**config.mk**
```make
export PLATFORM = sky130hd
export DESIGN_NAME = ddc_nco_mixer
export DESIGN_NICKNAME = d
export VERILOG_FILES = /design/src/rtl/ddc_pkg.sv /design/src/rtl/ddc_nco_mixer_sincos_lut.sv /design/src/rtl/ddc_nco_mixer.sv
export SDC_FILE = /design/constraint.sdc
export NUM_CORES = 1
export LEC_CHECK = 0
export ABC_AREA = 1
export CORE_MARGIN = 2
export CORE_UTILIZATION = 55
export DETAILED_ROUTE_END_ITERATION = 16
export PLACE_DENSITY = 0.73
export SLEW_MARGIN = 10
export SYNTH_ARGS = -nofsm -noshare
export SYNTH_HDL_FRONTEND = slang
export SYNTH_SLANG_ARGS = --single-unit
```
**constraint.sdc**
```tcl
create_clock -name clk -period 6 [get_ports clk]
set_input_delay 1.2 -clock clk [delete_from_list [all_inputs] [get_ports clk]]
set_output_delay 1.2 -clock clk [all_outputs]
set_load 0.01 [all_outputs]
```
**src/rtl/ddc_pkg.sv**
```systemverilog
// Shared constants and elaboration-time helpers for the NCO down-converter:
// width derivation, quadrant codes and the quarter-wave sine table generator.
package ddc_pkg;

   localparam logic [1:0] QUAD_0 = 2'd0;
   localparam logic [1:0] QUAD_1 = 2'd1;
   localparam logic [1:0] QUAD_2 = 2'd2;
   localparam logic [1:0] QUAD_3 = 2'd3;

   function automatic int clog2(input int v);
      int r;
      r = 0;
      for (int i = 0; i < 31; i++)
         if ((1 << i) < v) r = i + 1;
      return r;
   endfunction

   function automatic int prod_w(input int data_w, input int lo_w);
      return data_w + lo_w;
   endfunction

   function automatic int out_w(input int data_w, input int lo_w, input int dec);
      return data_w + lo_w + clog2(dec);
   endfunction

   // round(peak*sin(pi*k/(2*2^aw))); Taylor series is exact to well below
   // one LSB over the first quadrant.
   function automatic int tq_val(input int k, input int aw, input int lo_w);
      real x, term, s;
      int  peak;
      peak = (1 << (lo_w - 1)) - 1;
      x    = 3.14159265358979323846 * k / (2.0 * (1 << aw));
      term = x;
      s    = x;
      for (int n = 1; n < 12; n++) begin
         term = -term * x * x / ((2 * n) * (2 * n + 1));
         s    = s + term;
      end
      return $rtoi(peak * s + 0.5);
   endfunction

endpackage

```
**src/rtl/ddc_nco_mixer_sincos_lut.sv**
```systemverilog
// Combinational quarter-wave sin/cos lookup; the full cycle is rebuilt by
// folding the two phase MSBs (quadrant) onto a single positive table.
module ddc_sincos_lut
   import ddc_pkg::*;
#(
   parameter int PHASE_W = 16,
   parameter int LUT_AW  = 6,
   parameter int LO_W    = 8
) (
   input  logic        [PHASE_W-1:0] phase,
   output logic signed [LO_W-1:0]    cos_o,
   output logic signed [LO_W-1:0]    sin_o
);

   localparam int N = 1 << LUT_AW;

   logic signed [LO_W-1:0] tq [0:N];
   logic        [1:0]      quad;
   logic        [LUT_AW:0] k, kn;
   logic signed [LO_W-1:0] a, b;

   for (genvar i = 0; i <= N; i++) begin : g_tq
      assign tq[i] = LO_W'(tq_val(i, LUT_AW, LO_W));
   end

   if (PHASE_W > LUT_AW + 2) begin : g_trunc
      logic unused_lo;
      assign unused_lo = ^phase[PHASE_W-LUT_AW-3:0];
   end

   assign quad = phase[PHASE_W-1 -: 2];
   assign k    = {1'b0, phase[PHASE_W-3 -: LUT_AW]};
   assign kn   = (LUT_AW+1)'(N) - k;
   assign a    = tq[k];
   assign b    = tq[kn];

   always_comb begin
      case (quad)
         QUAD_0:  begin sin_o = a;  cos_o = b;  end
         QUAD_1:  begin sin_o = b;  cos_o = -a; end
         QUAD_2:  begin sin_o = -a; cos_o = -b; end
         default: begin sin_o = -b; cos_o = a;  end
      endcase
   end

endmodule

```
**src/rtl/ddc_nco_mixer.sv**
```systemverilog
// Pipelined down-converter: NCO phase -> LUT (stage 1), IF x LO products
// (stage 2), accumulate-and-dump over DEC samples (stage 3).
module ddc_nco_mixer
   import ddc_pkg::*;
#(
   parameter  int DATA_W  = 8,
   parameter  int LO_W    = 8,
   parameter  int PHASE_W = 16,
   parameter  int LUT_AW  = 6,
   parameter  int DEC     = 4,
   localparam int OUT_W   = out_w(DATA_W, LO_W, DEC)
) (
   input  logic                      clk,
   input  logic                      rst_n,
   input  logic                      in_valid,
   input  logic signed [DATA_W-1:0]  if_in,
   input  logic        [PHASE_W-1:0] phase_inc,
   input  logic                      freq_load,
   input  logic                      sync,
   output logic signed [OUT_W-1:0]   I_out,
   output logic signed [OUT_W-1:0]   Q_out,
   output logic                      out_valid
);

   localparam int PW    = prod_w(DATA_W, LO_W);
   localparam int CNT_W = (clog2(DEC) > 0) ? clog2(DEC) : 1;

   logic        [PHASE_W-1:0] phase, phase_acc_d, phase_acc_q, phase_inc_r_d, phase_inc_r_q;
   logic signed [LO_W-1:0]    lut_cos, lut_sin, cos1_d, cos1_q, sin1_d, sin1_q;
   logic signed [DATA_W-1:0]  if1_d, if1_q;
   logic                      first1_d, first1_q, first2_d, first2_q;
   logic                      v1_d, v1_q, v2_d, v2_q, out_valid_d, out_valid_q;
   logic signed [PW-1:0]      pi2_d, pi2_q, pq2_d, pq2_q;
   logic signed [OUT_W-1:0]   acc_i_d, acc_i_q, acc_q_d, acc_q_q, sum_i, sum_q;
   logic signed [OUT_W-1:0]   i_out_d, i_out_q, q_out_d, q_out_q;
   logic        [CNT_W-1:0]   dec_cnt_d, dec_cnt_q, cnt_eff;

   assign phase = sync ? '0 : phase_acc_q;

   ddc_sincos_lut #(.PHASE_W(PHASE_W), .LUT_AW(LUT_AW), .LO_W(LO_W)) u_lut (
      .phase (phase),
      .cos_o (lut_cos),
      .sin_o (lut_sin)
   );

   always_comb begin
      phase_acc_d   = phase_acc_q;
      phase_inc_r_d = freq_load ? phase_inc : phase_inc_r_q;
      if1_d = if1_q;  cos1_d = cos1_q;  sin1_d = sin1_q;  first1_d = first1_q;
      pi2_d = pi2_q;  pq2_d  = pq2_q;   first2_d = first2_q;
      acc_i_d = acc_i_q;  acc_q_d = acc_q_q;  dec_cnt_d = dec_cnt_q;
      i_out_d = i_out_q;  q_out_d = q_out_q;
      v1_d = in_valid;  v2_d = v1_q;  out_valid_d = 1'b0;

      if (in_valid) begin
         phase_acc_d = phase + phase_inc_r_q;
         if1_d    = if_in;
         cos1_d   = lut_cos;
         sin1_d   = lut_sin;
         first1_d = sync;
      end

      if (v1_q) begin
         pi2_d    = PW'(if1_q) * PW'(cos1_q);
         pq2_d    = PW'(if1_q) * PW'(sin1_q);
         first2_d = first1_q;
      end

      // A sync sample restarts the group, silently dropping any partial sum.
      cnt_eff = first2_q ? '0 : dec_cnt_q;
      sum_i   = (cnt_eff == '0) ? OUT_W'(pi2_q) : acc_i_q + OUT_W'(pi2_q);
      sum_q   = (cnt_eff == '0) ? OUT_W'(pq2_q) : acc_q_q + OUT_W'(pq2_q);

      if (v2_q) begin
         if (cnt_eff == CNT_W'(DEC - 1)) begin
            i_out_d     = sum_i;
            q_out_d     = sum_q;
            out_valid_d = 1'b1;
            dec_cnt_d   = '0;
         end else begin
            acc_i_d   = sum_i;
            acc_q_d   = sum_q;
            dec_cnt_d = cnt_eff + 1'b1;
         end
      end
   end

   always_ff @(posedge clk or negedge rst_n) begin
      if (!rst_n) begin
         phase_acc_q <= '0;  phase_inc_r_q <= '0;
         if1_q <= '0;  cos1_q <= '0;  sin1_q <= '0;  first1_q <= 1'b0;
         pi2_q <= '0;  pq2_q  <= '0;  first2_q <= 1'b0;
         acc_i_q <= '0;  acc_q_q <= '0;  dec_cnt_q <= '0;
         i_out_q <= '0;  q_out_q <= '0;
         v1_q <= 1'b0;  v2_q <= 1'b0;  out_valid_q <= 1'b0;
      end else begin
         phase_acc_q <= phase_acc_d;  phase_inc_r_q <= phase_inc_r_d;
         if1_q <= if1_d;  cos1_q <= cos1_d;  sin1_q <= sin1_d;  first1_q <= first1_d;
         pi2_q <= pi2_d;  pq2_q  <= pq2_d;   first2_q <= first2_d;
         acc_i_q <= acc_i_d;  acc_q_q <= acc_q_d;  dec_cnt_q <= dec_cnt_d;
         i_out_q <= i_out_d;  q_out_q <= q_out_d;
         v1_q <= v1_d;  v2_q <= v2_d;  out_valid_q <= out_valid_d;
      end
   end

   assign I_out     = i_out_q;
   assign Q_out     = q_out_q;
   assign out_valid = out_valid_q;

endmodule

```
==> summary.md <==
| Metric | Value |
|---|---|
| Status | `complete, no violations` |
| Arrival @ worst endpoint | `around 5.2 ns` |
| Top cell type's share of synthesized area | `about a quarter` |
| RR Startpoint | `if1_q[1]` |
| CTS root buf | `clkbuf_16` |
| TritonCTS clock tree | `yes` |
| Largest cells by area after synthesis | `dfrtp_1 26%, fa_1 14%, nand2_1 13%, ha_1 9.4%, inv_1 9.1%` |
| Worst Setup Path Type | `flop to flop` |
| Post-synth ARST share | `between 90% and 100%` |
| DRT Pass-1 Iters | `5` |
| Leading cell type in the layout, fill and taps excluded | `nand2_1` |
| DR vias | `13540` |
| Post-Layout Cell Count | `roughly 2500` |
| Commonest non-fill, non-tap cells in the layout | `550 x nand2_1, 383 x inv_1, 183 x o21ai_0, 167 x dfrtp_1, 129 x nand3_1` |
| Setup WS pre-CTS | `1.068 ns` |
| RSZ-0062 raised after global routing | `false` |
| Max-cap violations | `0` |
| Worst path slowest cell | `dfrtp_1` |
| Placed wire-length estimate | `between 20 and 30 mm` |
| Hold path cells | `2` |
| CP startpoint kind | `flop` |
| Depth of the most critical reg-to-reg path | `19` |
| FMAX | `203.9 MHz` |
| Yosys reg bits | `between 150 and 200` |
| Pin count of the biggest net entering global routing | `a little over 60` |
| Hold EP | `I_out[4]` |
| WP buf/inv | `3` |
| Yosys top cell by area | `dfrtp_1` |
| Cts hold-fix bufs | `0` |
| Crit-path cells | `nand2_1 > fa_1 > fa_1 > inv_1 > fa_1 > inv_1 > fa_1 > inv_1 > ha_1 > a21oi_1 > nand2_1 > nand2_1 > nand2_1 > a21oi_1 > o21ai_0 > a21oi_1 > o21ai_0 > xnor2_1 > o21ai_0` |
| Multi-input gate area in the final layout | `between 9000 and 10000 um^2` |
| All-layer global routing usage | `25.80%` |
| Buffers on Ports | `65` |
| Slew Viols, Final | `0` |
| IO Pins | `66` |
| Fin crit period | `slightly below 5 ns` |
| Flip-flop and latch area | `4179 um^2` |
| Clock-pin slew on the worst setup and hold paths | `approximately 0.070 ns` |
| Grt total ovfl | `0` |
| Req. time, crit path | `6.28 ns` |
| Post-Synth Simple-Gate Area | `a little under a quarter` |
| Endpoints failing hold | `0` |
| Final WS setup | `~1.1 ns` |
| Layout cells sized above 1 | `5.478%` |
| Slew HR | `28.09%` |
| Setup Skew | `roughly 0.012 ns` |
| Crit Path Max Fanout | `17` |
| Placer congestion estimate | `slightly above 0.9` |
| Routed wire length | `36.97 mm` |
| Worst R2R End | `pi2_q[14]` |
| TritonCTS Sinks | `~170` |
| Dpl cells | `around 2500` |
| Die area | `between 30000 and 40000 um^2` |
| Hold slack | `slightly below 0.5 ns` |
| Die W | `173.4 um` |
| Synth Area in Compound Gates | `11.72%` |
| Tcrit/Tclk final | `about four fifths` |
| Final setup fails | `0` |
| Worst slew pin tran | `between 1 and 1.5 ns` |
| Avg WL per Cell | `approximately 15 um` |
| CP Capture Type | `flop` |
| Synth cell types | `51` |
| Nets | `around 2400` |
| Post-synth EDFFs | `0` |
| Xor/xnor share of the synthesized area | `under 10%` |
| Fin Setup TNS | `0 ns` |
| Area Growth Syn to Fin | `9.728%` |
| Post-CTS setup buffers | `0` |
| Area of the core | `roughly 28000 um^2` |
| Fill count | `about 2700` |
| Antenna violations before repair | `0` |
| DRT iter0 DRCs | `approximately 890` |
| First-pass GRT wire length | `63.80 mm` |
| Number of remaining DRC errors | `0` |
| Worst skew pair latency | `approximately 0.45 ns` |
| Worst reg-to-reg setup slack | `between 1 and 1.5 ns` |
| Yosys Warn Count | `0` |
| Buffers from clock root to sink, at most | `2` |
| CTS Buf Count | `17` |
| CTS H-tree depth | `4` |
| Mux contribution to synthesized area | `under 10%` |
| Die span in y | `173.4 um` |
| Slowest cell delay on critical path | `about 0.73 ns` |
| Vias in the first global route | `13100` |
| Synthesized cell area | `between 15000 and 20000 um^2` |
| Hold Path Class | `flop to flop` |
| Prevailing post-synth register cell | `dfrtp_1` |
| Row count | `62` |
| Antenna-violating nets left | `0` |
| Hold_sp | `I_out[4]` |
| Avg Inst Size Synth | `about 7.4 um^2` |
| Synthesized instance count | `2125` |
| # diodes | `0` |
| CP top delay family | `adder cells` |
| Post-Synth Adder-Cell Area | `23.77%` |
| Initial Util | `between 50% and 60%` |
| Largest family of logic cells by synthesized area | `adder cells` |
| Sequential element share of the synthesized area | `a little over a quarter` |
| Vias/cell | `5.336` |
| Net count after synthesis | `2386` |
| Post_cts resized | `0` |
[stage by stage]
stage,util (%),cell area [um^2]
finish,60.82,17320
detailed placement,58.54,16670
floorplan,-,15780
global placement,58.54,16670
global route,60.82,17320
CTS,60.82,17320
[sequential cells by signal, indices dropped and copies added, names as in the netlist, 16 cells and up]
name / cells
acc_i_q: 18
pi2_q: 16
Q_out: 18
acc_q_q: 18
I_out: 18
phase_acc_q: 16
pq2_q: 16
phase_inc_r_q: 16
[layout make-up]
type | count | area share, %
tap | 384 | 2.775
inverter | 393 | 8.577
sequential | 167 | 24.13
clock inverter | 11 | 1.142
clock buffer | 19 | 2.616
multi-input combinational | 1489 | 56.56
timing repair buffer | 75 | 4.198
[routing by layer]
layer | wire length, um | global-route usage [%]
met5 | 0 | 0
met4 | 386 | 6.179
met3 | 2037 | 3.684
met2 | 16790 | 41.48
met1 | 17750 | 37.07
[worst register-to-register path, stage by stage (launching register included)]
cell     delay [ns]
dfrtp_1        0.73
nand2_1        0.17
fa_1           0.51
fa_1           0.55
inv_1          0.06
fa_1           0.52
inv_1          0.05
fa_1           0.52
inv_1          0.04
ha_1           0.34
a21oi_1        0.18
nand2_1        0.08
nand2_1        0.08
nand2_1        0.06
a21oi_1        0.19
o21ai_0        0.17
a21oi_1        0.15
o21ai_0        0.11
xnor2_1        0.14
o21ai_0        0.08
[worst max-delay path by stage]
stage / from / end / cells past startpoint
global route: if1_q[1] / pi2_q[14] / 19
finish: if1_q[1] / pi2_q[14] / 19
CTS: if1_q[1] / pi2_q[14] / 19
floorplan: if1_q[1] / pi2_q[14] / 21
detailed placement: sync / cos1_q[6] / 25
global placement: sync / cos1_q[6] / 25
[synthesized netlist by cell type, drive strengths merged (19+ instances only)]
library cell  number
o21ai            195
clkbuf            65
inv              389
nand3            135
nor2             112
fa               113
or2               22
a21oi             96
dfrtp            167
ha               119
xnor2             21
nand2            564
xor2              19
[kinds of logic after synthesis]
kind of cell             count (synthesis)
AO/OA/AOI/OAI                          345
XOR/XNOR                                40
adder cells (fa/ha/maj)                232
buffers and inverters                  469
flip-flops                             167
multiplexers                            15
AND/OR/NAND/NOR                        857
Power is left out: the tool's default activity adds up to more than one toggle a clock period on the data nets, which glitch-free logic cannot reach.
